File: src/rtl/ram_port_arbiter_pkg.sv
// Shared definitions for the RAM port arbiter: FSM encodings and default widths.
package ram_port_arbiter_pkg;

  localparam int unsigned DEF_NUM_REQ    = 4;
  localparam int unsigned DEF_DATA_WIDTH = 8;
  localparam int unsigned DEF_ADDR_WIDTH = 13;
  localparam int unsigned DEF_MAX_BURST  = 8;

  typedef enum logic [0:0] {
    ARB_IDLE   = 1'b0,
    ARB_LOCKED = 1'b1
  } arb_state_e;

endpackage

File: src/rtl/rr_priority_pick.sv
// Round-robin priority pick: the first set req bit at or above ptr, wrapping
// from N-1 back to 0.
// Ports:
//   req     - request vector
//   ptr     - highest-priority index this cycle
//   grant_c - one-hot winner (all zero when no request)
//   id_c    - encoded winner index (0 when no request)
module rr_priority_pick #(
  parameter int unsigned N        = 4,
  parameter int unsigned ID_WIDTH = (N > 1) ? $clog2(N) : 1
) (
  input  logic [N-1:0]        req,
  input  logic [ID_WIDTH-1:0] ptr,
  output logic [N-1:0]        grant_c,
  output logic [ID_WIDTH-1:0] id_c
);

  logic        found;
  int unsigned idx;

  // Scan N positions starting at ptr and keep the first hit.
  always_comb begin
    grant_c = '0;
    id_c    = '0;
    found   = 1'b0;
    idx     = 0;
    for (int unsigned k = 0; k < N; k++) begin
      idx = (32'(ptr) + k) % N;
      if (!found && req[ID_WIDTH'(idx)]) begin
        found                      = 1'b1;
        grant_c[ID_WIDTH'(idx)]    = 1'b1;
        id_c                       = ID_WIDTH'(idx);
      end
    end
  end

endmodule

File: src/rtl/ram_port_arbiter.sv
// Shares one single-read-port RAM (sync write, 1-cycle registered read)
// between NUM_REQ requesters. One access per cycle, round-robin, with
// optional locked bursts of up to MAX_BURST beats.
// Ports:
//   Clock, Reset           - clock; asynchronous active-low reset
//   iReq/iWe/iLock         - per-requester valid, write-enable, burst lock
//   iAddr/iData            - flattened per-requester address / write data
//   oGrant                 - one-hot access accepted this cycle (combinational)
//   oRdValid/oRdData       - read return, one cycle after the read grant
//   oRamWe/oRamAddr/oRamWData - RAM control (combinational)
//   iRamRData              - RAM registered read data
module ram_port_arbiter
  import ram_port_arbiter_pkg::*;
#(
  parameter int unsigned NUM_REQ    = DEF_NUM_REQ,
  parameter int unsigned DATA_WIDTH = DEF_DATA_WIDTH,
  parameter int unsigned ADDR_WIDTH = DEF_ADDR_WIDTH,
  parameter int unsigned MAX_BURST  = DEF_MAX_BURST
) (
  input  logic                             Clock,
  input  logic                             Reset,
  input  logic [NUM_REQ-1:0]               iReq,
  input  logic [NUM_REQ-1:0]               iWe,
  input  logic [NUM_REQ-1:0]               iLock,
  input  logic [NUM_REQ*ADDR_WIDTH-1:0]    iAddr,
  input  logic [NUM_REQ*DATA_WIDTH-1:0]    iData,
  output logic [NUM_REQ-1:0]               oGrant,
  output logic [NUM_REQ-1:0]               oRdValid,
  output logic [DATA_WIDTH-1:0]            oRdData,
  output logic                             oRamWe,
  output logic [ADDR_WIDTH-1:0]            oRamAddr,
  output logic [DATA_WIDTH-1:0]            oRamWData,
  input  logic [DATA_WIDTH-1:0]            iRamRData
);

  localparam int unsigned ID_WIDTH   = $clog2(NUM_REQ);
  localparam int unsigned BEAT_WIDTH = $clog2(MAX_BURST + 1);

  arb_state_e              state_q, state_d;
  logic [ID_WIDTH-1:0]     ptr_q, ptr_d;
  logic [ID_WIDTH-1:0]     owner_q, owner_d;
  logic [BEAT_WIDTH-1:0]   beats_q, beats_d;
  logic [NUM_REQ-1:0]      rd_valid_q, rd_valid_d;

  logic [NUM_REQ-1:0]      pick_req_c;
  logic [NUM_REQ-1:0]      pick_grant_c;
  logic [ID_WIDTH-1:0]     pick_id_c;
  logic [NUM_REQ-1:0]      grant_c;
  logic                    granted_c;
  logic                    we_c;
  logic                    lock_c;
  logic [ADDR_WIDTH-1:0]   addr_c;
  logic [DATA_WIDTH-1:0]   wdata_c;

  // Next pointer after id, wrapping at NUM_REQ.
  function automatic logic [ID_WIDTH-1:0] wrap_inc(input logic [ID_WIDTH-1:0] v);
    if (32'(v) == NUM_REQ - 1) return '0;
    return v + ID_WIDTH'(1);
  endfunction

  // While locked, only the owner is visible to the picker.
  always_comb begin
    pick_req_c = iReq;
    if (state_q == ARB_LOCKED) pick_req_c = iReq & (NUM_REQ'(1) << owner_q);
  end

  rr_priority_pick #(
    .N        (NUM_REQ),
    .ID_WIDTH (ID_WIDTH)
  ) u_pick (
    .req     (pick_req_c),
    .ptr     (ptr_q),
    .grant_c (pick_grant_c),
    .id_c    (pick_id_c)
  );

  // Grants are suppressed while reset is held.
  assign grant_c   = Reset ? pick_grant_c : '0;
  assign granted_c = |grant_c;

  // One-hot mux of the winner's request fields onto the RAM port.
  always_comb begin
    we_c    = 1'b0;
    lock_c  = 1'b0;
    addr_c  = '0;
    wdata_c = '0;
    for (int unsigned i = 0; i < NUM_REQ; i++) begin
      if (grant_c[i]) begin
        we_c    = iWe[i];
        lock_c  = iLock[i];
        addr_c  = iAddr[i*ADDR_WIDTH +: ADDR_WIDTH];
        wdata_c = iData[i*DATA_WIDTH +: DATA_WIDTH];
      end
    end
  end

  // Arbitration FSM next-state and read-return pipeline input.
  always_comb begin
    state_d    = state_q;
    ptr_d      = ptr_q;
    owner_d    = owner_q;
    beats_d    = beats_q;
    rd_valid_d = grant_c & ~iWe;
    case (state_q)
      ARB_IDLE: begin
        if (granted_c) begin
          if (lock_c && (MAX_BURST > 1)) begin
            state_d = ARB_LOCKED;
            owner_d = pick_id_c;
            beats_d = BEAT_WIDTH'(1);
          end else begin
            ptr_d = wrap_inc(pick_id_c);
          end
        end
      end
      ARB_LOCKED: begin
        // No grant while locked means the owner dropped its request.
        if (!granted_c) begin
          state_d = ARB_IDLE;
          ptr_d   = wrap_inc(owner_q);
          beats_d = '0;
        end else begin
          beats_d = beats_q + BEAT_WIDTH'(1);
          if (!lock_c || (beats_d >= BEAT_WIDTH'(MAX_BURST))) begin
            state_d = ARB_IDLE;
            ptr_d   = wrap_inc(owner_q);
            beats_d = '0;
          end
        end
      end
      default: state_d = ARB_IDLE;
    endcase
  end

  // State registers.
  always_ff @(posedge Clock or negedge Reset) begin
    if (!Reset) begin
      state_q    <= ARB_IDLE;
      ptr_q      <= '0;
      owner_q    <= '0;
      beats_q    <= '0;
      rd_valid_q <= '0;
    end else begin
      state_q    <= state_d;
      ptr_q      <= ptr_d;
      owner_q    <= owner_d;
      beats_q    <= beats_d;
      rd_valid_q <= rd_valid_d;
    end
  end

  assign oGrant    = grant_c;
  assign oRamWe    = we_c;
  assign oRamAddr  = addr_c;
  assign oRamWData = wdata_c;
  assign oRdValid  = rd_valid_q;
  assign oRdData   = iRamRData;

endmodule
File: config.mk
export PLATFORM = sky130hd
export DESIGN_NAME = ram_port_arbiter
export DESIGN_NICKNAME = d
export VERILOG_FILES = /design/src/rtl/ram_port_arbiter_pkg.sv /design/src/rtl/rr_priority_pick.sv /design/src/rtl/ram_port_arbiter.sv
export SDC_FILE = /design/constraint.sdc
export NUM_CORES = 1
export LEC_CHECK = 0
export ABC_AREA = 1
export BUFFER_PORTS_ARGS = -buffer_cell sky130_fd_sc_hd__buf_2
export CAP_MARGIN = 5
export CORE_MARGIN = 2
export CORE_UTILIZATION = 45
export DETAILED_ROUTE_END_ITERATION = 8
export PLACE_DENSITY_LB_ADDON = 0.3
export SLEW_MARGIN = 15
export SYNTH_ARGS = -nofsm -noshare
export SYNTH_HDL_FRONTEND = slang
export SYNTH_SLANG_ARGS = --single-unit
File: constraint.sdc
create_clock -name Clock -period 5.5 [get_ports Clock]
set_input_delay 0.275 -clock Clock [delete_from_list [all_inputs] [get_ports Clock]]
set_output_delay 0.275 -clock Clock [all_outputs]
set_load 0.1 [all_outputs]
# == Word level (Yosys, flattened, before mapping) ==
# Cells that the tools add are included.
# word_totals
regBits,13
latchBits,0
ramBits,0
romBits,0
inputBits,106
out_inout_bits,38
word_cells,125
n_memories,0
# op_classes
n_addsub,6
mul,0
div_mod_pow,0
magnitude_cmp,9
n_eq_ne,6
shifts,1
n_mux,75
n_bitwise,7
n_reduce_logical,16
# ops
op,count
$mux W13,4
$mux W4,10
$mux W1,33
$mux W8,4
$mux W2,13
$lt A2 B3 Y1 const B,4
$or A4 B4 Y4,3
$and A4 B4 Y4,2
$bmux W1 S2,4
$demux W1 S2,4
$ge A2 B1 Y1 const B,4
$pmux W4 S2,1
$logic_and A1 B1 Y1,7
$add A2 B1 Y2 const B,3
$ne A2 B2 Y1 const B,3
$reduce_and A3 Y1,2
$add A2 B2 Y2 const B,2
$add A4 B1 Y4 const B,1
$eq A2 B2 Y1 const B,2
$ge A4 B4 Y1 const B,1
$logic_not A1 Y1,4
$not A4 Y4,1
$pmux W2 S2,1
$reduce_or A4 Y1,1
other kinds (6),6

# == Depth between registers and ports, before layout ==
# Gate-level depths: netlist of the first run.
# logic_depth
depth_word,29
mapped_depth,22
mapped_depth_nobuf,22

# == Cells and area by module ==
# From an unflattened synthesis of the first run, not the netlist that was laid out.
# unflattened
hier_cells,289
hier_area_um2,1806.7
# modules_own_cells
mod,n_inst,cells_each,area_per_inst_um2,seq_area_each_um2
ram_port_arbiter,1,216,1367.6,325.3
rr_priority_pick,1,73,439.2,0.0

# == Worst setup path before layout of the first run ==
# Ideal clock, no wire load.
# synth_timing
path_type,reg2out
start,register (tool-made name)
end,output port oRamAddr[0]
t_arrival_ns,4.026
setup_slack_ns,1.199
path_stages_with_launch,16
cell_sequence,dfrtp_1 buf_6 inv_4 ha_1 inv_1 nand3_1 nand2_2 nand2_2 nor2_4 nand3_1 nand2_2 nand2_1 inv_2 buf_2 nand3_1 a41oi_1
# synth_rtl
element,line,text
"end, declared",ram_port_arbiter.sv:31,"output logic [ADDR_WIDTH-1:0] oRamAddr,"

==> metrics, run 1 <==
post-synthesis async set-or-reset flop share=100%; DRT Pass-1 Iters=5; Yosys Warn Count=0; first-pass GRT wire length=between 10000 and 15000 um; CTS tree=yes; Critical Path Start Type=flop; CTS clk-pin slew, worst paths=about 0.06 ns; Critical Path Fanout Max=26; Post-synth EDFFs=0; via count=~2500; Sink Count=13; CP endpoint kind=output pin; post-route ant nets=0; RSZ-0062 raised after global routing=false; 1st-iter DRT viols=~190; Final Instance Area=roughly 0.0026 mm2; Synth cell types=29; final hold violation count=0; Post-Route WL=6450 um; number of global-route vias before repair=around 2300; # rows=24; synthesized flop and latch total=13; RR Endpoint=ptr_q[1]; ys flop type=dfrtp_1; Vias/cell=5.34; data arrival time of the critical path=between 3 and 4 ns; root buf cell=clkbuf_8; Mapped Area=approximately 0.0020 mm2; initial antenna violation count=0; worst-margin pin slew=between 0.9 and 1 ns; wire per inst=13.8 um; worst hold path type=in2reg; min cycle time layout=between 4 and 5 ns; share of cells above drive strength 1=a little under two fifths; Final Setup Violations=0; worst reg2reg path depth=20; nets=around 540; Data required, critical path=between 5 and 6 ns; Setup TNS=0 ns; fmax=around 0.24 GHz; Post-Synthesis Cells=approximately 310; DRC errors left=0; gpl congestion=roughly 0.97; GRT Util Overall=24.9%; Skew-Pair Late Insertion Delay=between 0.2 and 0.25 ns; Mapped Nets=between 400 and 500; sequential area share after synthesis=16.3%; hold path depth=2; I/O pin count=144; height of the die=around 71 um; detailed placer's ending HPWL=5100 um; Crit Path Class=reg2out; Core ar.=roughly 0.0043 mm2; Area growth syn-to-layout=28.8%; Die W=about 71 um; largest net degree at the start of global routing=27; H-tree levels=1; Num CTS Buffers=3; Pins Over Slew Limit=0; beginning of the worst hold path=iWe[1]; Slew HR=37.6%; number of max-cap violations=0; Final Core Density=between 50% and 60%; die area=about 0.005 mm2; Ant. Diodes=0; Area after DPL=0.00252 mm2; Hold Path End=oRdValid[1]; status=complete, no violations; syn_area_per_cell=6.44 um2; I/O Buffers=approximately 130; gr ovfl total=0; clock skew=around 0.0037 ns; r2r setup slk=~2.2 ns; worst-case clock buffer depth=2; initial core utilization=roughly 46%; Post-CTS Setup Bufs=0; final worst path period share=between 70% and 80%
how the worst max path moves through the flow:
stage	end	slack, ns	depth (start not counted)
3_3_place_gp	oRamAddr[9]	1.76	16
3_5_place_dp	oRamAddr[10]	1.67	16
6_report	oRamWData[2]	1.34	16
2_1_floorplan	oRamAddr[0]	1.20	15
5_1_grt	oRamAddr[11]	1.04	16
4_1_cts	oRamAddr[10]	1.39	16
flip-flops by register name (all words and copies together) (netlist names), named ones only:
name and flops:
beats_q 4, oRdValid 4, state_q 1, ptr_q 1, owner_q 2
cell usage in the layout, fill, tap and decap left out, drive strengths merged:
cell,count
dlygate4sd3,1
nor2,36
nand4,3
inv,26
o211ai,1
ha,13
a21oi,8
buf,128
a41oi,21
clkinv,2
clkbuf,3
a22oi,1
xor2,1
nand3,71
nand2,77
o21ai,11
dfrtp,13
o22ai,1
routing by layer:
metal / vias up / routed length [um] / track usage (%)
met4: 0 / 62 / 6.92
li1: 1265 / - / -
met5: - / 0 / 0
met1: 1109 / 2690 / 32.2
met3: 8 / 567 / 5.27
met2: 124 / 3130 / 42.0
cells by family (layout without fill, tap and decap cells):
group	after synthesis	after routing	share of synthesized area, %
adders and majority gates	13	13	8.13
buffers and inverters	54	160	14.7
AOI/OAI and AO/OA	43	43	16.1
DFF	13	13	16.2
xor gates and xnor gates	1	1	0.438
and+or+nand+nor	187	187	44.4
worst max-delay path, cell delays in order, from the launching register on:
cell and delay (ns):
dfrtp_1 0.62, inv_4 0.12, ha_1 0.36, inv_1 0.09
nand3_1 0.10, nand2_2 0.08, nand2_2 0.09, nor2_4 0.04
nand2_1 0.09, clkinv_1 0.13, nand2_1 0.08, nand2_1 0.05
nand2_1 0.69, buf_4 0.39, nor2_1 0.06, a41oi_1 0.17
buf_2 0.46
through the flow:
| step | hold WS (ns) | setup WS (ns) | instances |
|---|---|---|---|
| after floorplan | -0.0206 | 1.20 | 311 |
| after global placement | 0.241 | 1.76 | 464 |
| after detailed placement | 0.248 | 1.67 | 464 |
| after CTS | 0.183 | 1.39 | 469 |
| after global routing | 0.185 | 1.04 | 469 |
| final | 0.198 | 1.34 | 469 |
repair_timing:
item,4_1_cts,5_1_grt
gates resized for setup,0,0
hold buffers,1,0
endpoints found under the hold margin,13,0
cell usage after synthesis, types with 5 or more instances:
library cell,number,area share [%]
ha_1,13,8.1
nand2_2,9,2.8
buf_2,12,3.0
a21oi_1,7,1.7
nand3_1,67,17
nand2_1,64,12
a41oi_1,21,9.2
nor2_1,34,6.4
buf_4,11,4.1
inv_1,19,3.6
dfrtp_1,13,16
o21ai_0,7,1.7
inv_2,5,0.94
layout make-up:
type	count	area (um2)
Fill cell	425	1750
Multi-Input combinational cell	244	1380
Timing Repair Buffer	129	653
Sequential cell	13	325
Inverter	27	106
Tap cell	52	65.1
Clock buffer	3	41.3
Clock inverter	1	5.00
Power of run 1 is not shown: default switching activity piles up to over one toggle a cycle in this logic, so the estimate is an artifact.
==> run 2, diff against run 1 <==
--- a/config.mk
+++ b/config.mk
@@ -9,7 +9,7 @@
 export BUFFER_PORTS_ARGS = -buffer_cell sky130_fd_sc_hd__buf_2
 export CAP_MARGIN = 5
 export CORE_MARGIN = 2
-export CORE_UTILIZATION = 45
+export CORE_UTILIZATION = 42
 export DETAILED_ROUTE_END_ITERATION = 8
 export PLACE_DENSITY_LB_ADDON = 0.3
 export SLEW_MARGIN = 15
==> constraint.sdc (replaced) <==
create_clock -name Clock -period 4 [get_ports Clock]
set_input_delay 0.2 -clock Clock [delete_from_list [all_inputs] [get_ports Clock]]
set_output_delay 0.2 -clock Clock [all_outputs]
set_load 0.1 [all_outputs]
==> run 2 against run 1 <==
Non-clock buffer count rose by 1. Critical path depth fell by 1. Core utilization fell by 1.9 points. Flip-flop and latch count did not move. Clock-buffer cell count did not move. Clock skew fell by 0.0024 ns. Largest cell class unchanged.
==> metrics, run 2 (synthesis gave the netlist of run 1 again) <==
clock skew=roughly 0.0013 ns; Final Instance Area=0.00269 mm2; worst-margin pin slew=approximately 0.7 ns; Post-CTS Setup Bufs=0; crit-path leading delay family=simple AND/OR/NAND/NOR gates; I/O Buffers=~130; first-pass GRT wire length=approximately 10000 um; DRT Pass-1 Iters=4; Min Hold Slack=0.110 ns; post-route ant nets=0; worst hold path type=in2reg; Sink Count=13; Setup TNS=0 ns; final worst path period share=a little over 90%; share of cells above drive strength 1=about two fifths; # rows=25; I/O pin count=between 100 and 150; Core ar.=about 0.0047 mm2; via count=around 2600; RSZ-0062 raised after global routing=false; CP max stage delay=approximately 0.60 ns; H-tree levels=1; largest net degree at the start of global routing=33; worst-case clock buffer depth=2; GRT Util Overall=between 20% and 30%; die area=between 0.005 and 0.006 mm2; CTS tree=yes; Critical Path Fanout Max=23; commonest cells after routing, fill and taps aside=buf_2 (119), nand3_1 (67), nand2_1 (63); cell chain of the critical path=inv_4 > ha_1 > inv_1 > nand3_1 > nand2_2 > nand2_2 > nor2_4 > nand2_1 > clkinv_1 > nand2_1 > nand2_2 > o21ai_4 > nand3_1 > a41oi_2 > buf_2; slowest CP cell=dfrtp_1; Area growth syn-to-layout=34.5%; CP endpoint kind=output pin; wire per inst=14.1 um; Critical Path Start Type=flop; Vias/cell=5.41; gr ovfl total=0; final hold violation count=0; 1st-iter DRT viols=around 200; number of global-route vias before repair=2310; detailed placer's ending HPWL=approximately 5300 um; gpl congestion=slightly below 1; initial core utilization=a little over two fifths; Ant. Diodes=0; crit path buf inv count=4; nets=between 500 and 600; worst setup margin=0.281 ns; data arrival time of the critical path=around 3.5 ns; root buf cell=clkbuf_8; Data required, critical path=~3.8 ns; Area after DPL=about 0.0026 mm2; height of the die=between 70 and 80 um; Slew HR=53.5%; Crit Path Class=reg2out; Die W=73.0 um; number of max-cap violations=0; CTS clk-pin slew, worst paths=about 0.060 ns; pre-CTS setup slack=just under 0.5 ns; Pins Over Slew Limit=0; Final Setup Violations=0; Num CTS Buffers=3; min cycle time layout=3.72 ns; initial antenna violation count=0; fmax=0.269 GHz; most common cell after layout, fill and taps aside=buf_2; CP dominant cell by count=nand2_2; status=complete, no violations; Post-Route WL=~6600 um; DRC errors left=0; Skew-Pair Late Insertion Delay=roughly 0.24 ns
==> run 2: changes by cell type in the layout (fill, tap and decap cells not counted) <==
cell and change:
a41oi_1 -9, a41oi_2 +9, buf_12 +1, buf_2 -8, clkbuf_4 +8, clkinv_2 +1, inv_2 -1, nand2_1 -1
nand2_2 +1
==> run 2: final timing paths <==
path / start / to / slack, ns / depth (start not counted)
max: flop / oRamWData[4] / 0.28 / 15
max reg2reg: flop / ptr_q[1] / 0.88 / 17
max in group asynchronous: Reset / beats_q[0] / 3.25 / 2
min in group asynchronous: Reset / beats_q[1] / 0.44 / 2
min reg2reg: beats_q[3] / beats_q[3] / 0.55 / 2
min: iWe[2] / oRdValid[2] / 0.11 / 2
==> run 2: per-layer routing <==
layer	vias up	GRT usage, %	wire, um
li1	1268	-	-
met1	1186	28.5	2670
met2	91	43.4	3530
met3	8	3.45	363
met4	0	5.56	78
met5	-	0	0
==> run 2: final cells by class <==
| cell class | instances | area [um2] |
|---|---|---|
| timing repair buffer | 130 | 693 |
| fill | 444 | 1970 |
| clock buffer | 3 | 41.3 |
| clock inverter | 1 | 5.00 |
| tap | 54 | 67.6 |
| inverter | 27 | 108 |
| sequential | 13 | 325 |
| multi-input combinational | 244 | 1450 |
==> run 2: timing repair <==
action / CTS / global route
hold buffers: 1 / 0
endpoints found under the hold margin: 13 / 0
endpoints found under the setup margin: 0 / 21
resized for setup: 0 / 9
==> run 2: per-stage QoR <==
step / utilization [%] / instances
floorplan: - / 311
global placement: 56.1 / 467
detailed placement: 56.1 / 467
CTS: 57.3 / 472
global route: 57.8 / 472
finish: 57.8 / 472
Power of run 2 is left out for the same reason.
==> run 3, diff against run 2 <==
--- a/config.mk
+++ b/config.mk
@@ -6,11 +6,12 @@
 export NUM_CORES = 1
 export LEC_CHECK = 0
 export ABC_AREA = 1
-export BUFFER_PORTS_ARGS = -buffer_cell sky130_fd_sc_hd__buf_2
 export CAP_MARGIN = 5
 export CORE_MARGIN = 2
-export CORE_UTILIZATION = 42
+export CORE_UTILIZATION = 50
+export CTS_BUF_LIST = sky130_fd_sc_hd__clkbuf_4
 export DETAILED_ROUTE_END_ITERATION = 8
+export DONT_BUFFER_PORTS = 1
 export PLACE_DENSITY_LB_ADDON = 0.3
 export SLEW_MARGIN = 15
 export SYNTH_ARGS = -nofsm -noshare
==> run 3 against run 2 <==
Setup slack lost 0.014 ns. Sequential share of layout area grew 1.9 points. First-iteration DRC count shrank 17%. Hold slack lost 0.016 ns. Maximum frequency shrank 0.38%. Critical path type unchanged. Largest cell class unchanged.
==> metrics, run 3 (synthesis gave the netlist of run 1 again) <==
Slew HR=approximately 40%; # resized after CTS=0; worst-margin pin slew=0.906 ns; CTS clk-pin slew, worst paths=around 0.090 ns; worst hold path type=in2reg; hold path depth=2; GRT Util Overall=24.9%; commonest cells after routing, fill and taps aside=nand3_1 (67), nand2_1 (63), nor2_1 (34); Data required, critical path=approximately 3.8 ns; gr ovfl total=0; Area growth syn-to-layout=15.8%; RSZ-0062 raised after global routing=false; worst reg2reg path depth=20; largest net degree at the start of global routing=26; slowest CP cell=dfrtp_1; Setup TNS=0 ns; Post-CTS Setup Bufs=0; Skew-Pair Late Insertion Delay=roughly 0.27 ns; Critical Path Fanout Max=25; Die W=approximately 67 um; min cycle time layout=between 3 and 4 ns; DRC errors left=0; Sink Count=13; initial core utilization=~53%; FF+latch area=about 330 um2; Num CTS Buffers=3; final worst path period share=a little over 90%; worst-case clock buffer depth=2; H-tree levels=1; clock skew=~0.0025 ns; nets=440; DRT Pass-1 Iters=4; # rows=22; number of global-route vias before repair=~2000; die area=roughly 0.0045 mm2; I/O Buffers=0; initial antenna violation count=0; fmax=approximately 0.27 GHz; Crit Path Class=reg2out; fillcell total=around 340; CP endpoint kind=output pin; cell chain of the critical path=inv_4 > ha_1 > inv_1 > nand3_1 > nand2_2 > nand2_2 > nor2_4 > nand2_1 > clkinv_1 > nand2_1 > nand2_2 > nand2_4 > inv_2 > nand2_1 > a41oi_2 > buf_4; Core ar.=between 0.003 and 0.004 mm2; CTS tree=yes; wire per inst=17.5 um; most common cell after layout, fill and taps aside=nand3_1; CP max stage delay=0.62 ns; Ant. Diodes=0; number of max-cap violations=0; I/O pin count=between 100 and 150; area of the multi-input gates=roughly 0.0015 mm2; final hold violation count=0; Pins Over Slew Limit=0; via count=around 2200; gpl congestion=1.06; detailed placer's ending HPWL=just under 5000 um; Final Core Density=between 60% and 70%; 1st-iter DRT viols=169; Critical Path Start Type=flop; height of the die=slightly below 70 um; Post-Route WL=6430 um; Final Setup Violations=0; r2r setup slk=0.57 ns; status=complete, no violations; data arrival time of the critical path=3.53 ns; share of cells above drive strength 1=around a quarter; post-route ant nets=0; root buf cell=clkbuf_4; first-pass GRT wire length=around 8800 um; Vias/cell=between 6 and 7
## run 3: cell types whose count changed in the layout (fill, tap and decap cells not counted), moves of 3 or more
cell / delta
buf_2: -119
buf_4: +26
a41oi_1: -12
a41oi_2: +12
clkbuf_4: -5
dlygate4sd3_1: +4
clkbuf_8: -3
## run 3: repair_timing
item | 4_1_cts | 5_1_grt
hold buffers | 4 | 1
setup endpoints to repair | 0 | 0
hold endpoints to repair | 16 | 1
## run 3: final timing paths
kind	start	endpoint
setup / recovery	flop	oRamWData[3]
hold / removal	Reset	oRdValid[1]
setup reg to reg	flop	ptr_q[1]
hold reg to reg	beats_q[3]	beats_q[3]
max in group asynchronous	Reset	state_q
min in group asynchronous	Reset	beats_q[2]
## run 3: routing by layer
metal / part of all wire, % / GRT usage (%) / up-vias / wire length (um)
met5: 0 / 0 / - / 0
met4: 1.5 / 7.40 / 0 / 98
met3: 7.1 / 4.50 / 14 / 456
met2: 52 / 44.3 / 108 / 3380
met1: 39 / 30.4 / 1020 / 2500
li1: - / - / 1074 / -
## run 3: critical path: cells and delay by family, from the launching register on
kind            cells  cell delay (ns)
buf+inv             5             1.02
simple gates        9             1.02
flops               1             0.62
fa+ha+maj           1             0.36
compound gates      1             0.21
## run 3: area by class of cell
| type | count | area share (%) |
|---|---|---|
| multi-input cells | 244 | 66.7 |
| flip-flops and latches | 13 | 14.0 |
| repair buffers | 32 | 10.9 |
| inverters | 27 | 4.59 |
| well taps | 48 | 2.59 |
| clock buffers | 3 | 0.971 |
| clock inverters | 1 | 0.216 |
## run 3: per-stage QoR
step	setup slack, ns	hold slack [ns]	instance area [um2]	instances
CTS	0.293	0.00143	2310	367
detailed placement	0.608	-0.0953	2240	359
finish	0.267	0.0946	2320	368
global placement	0.722	-0.0953	2240	359
global route	0.0325	0.101	2320	368
floorplan	0.0545	-0.0956	2070	311
Power of run 3 is left out for the same reason.
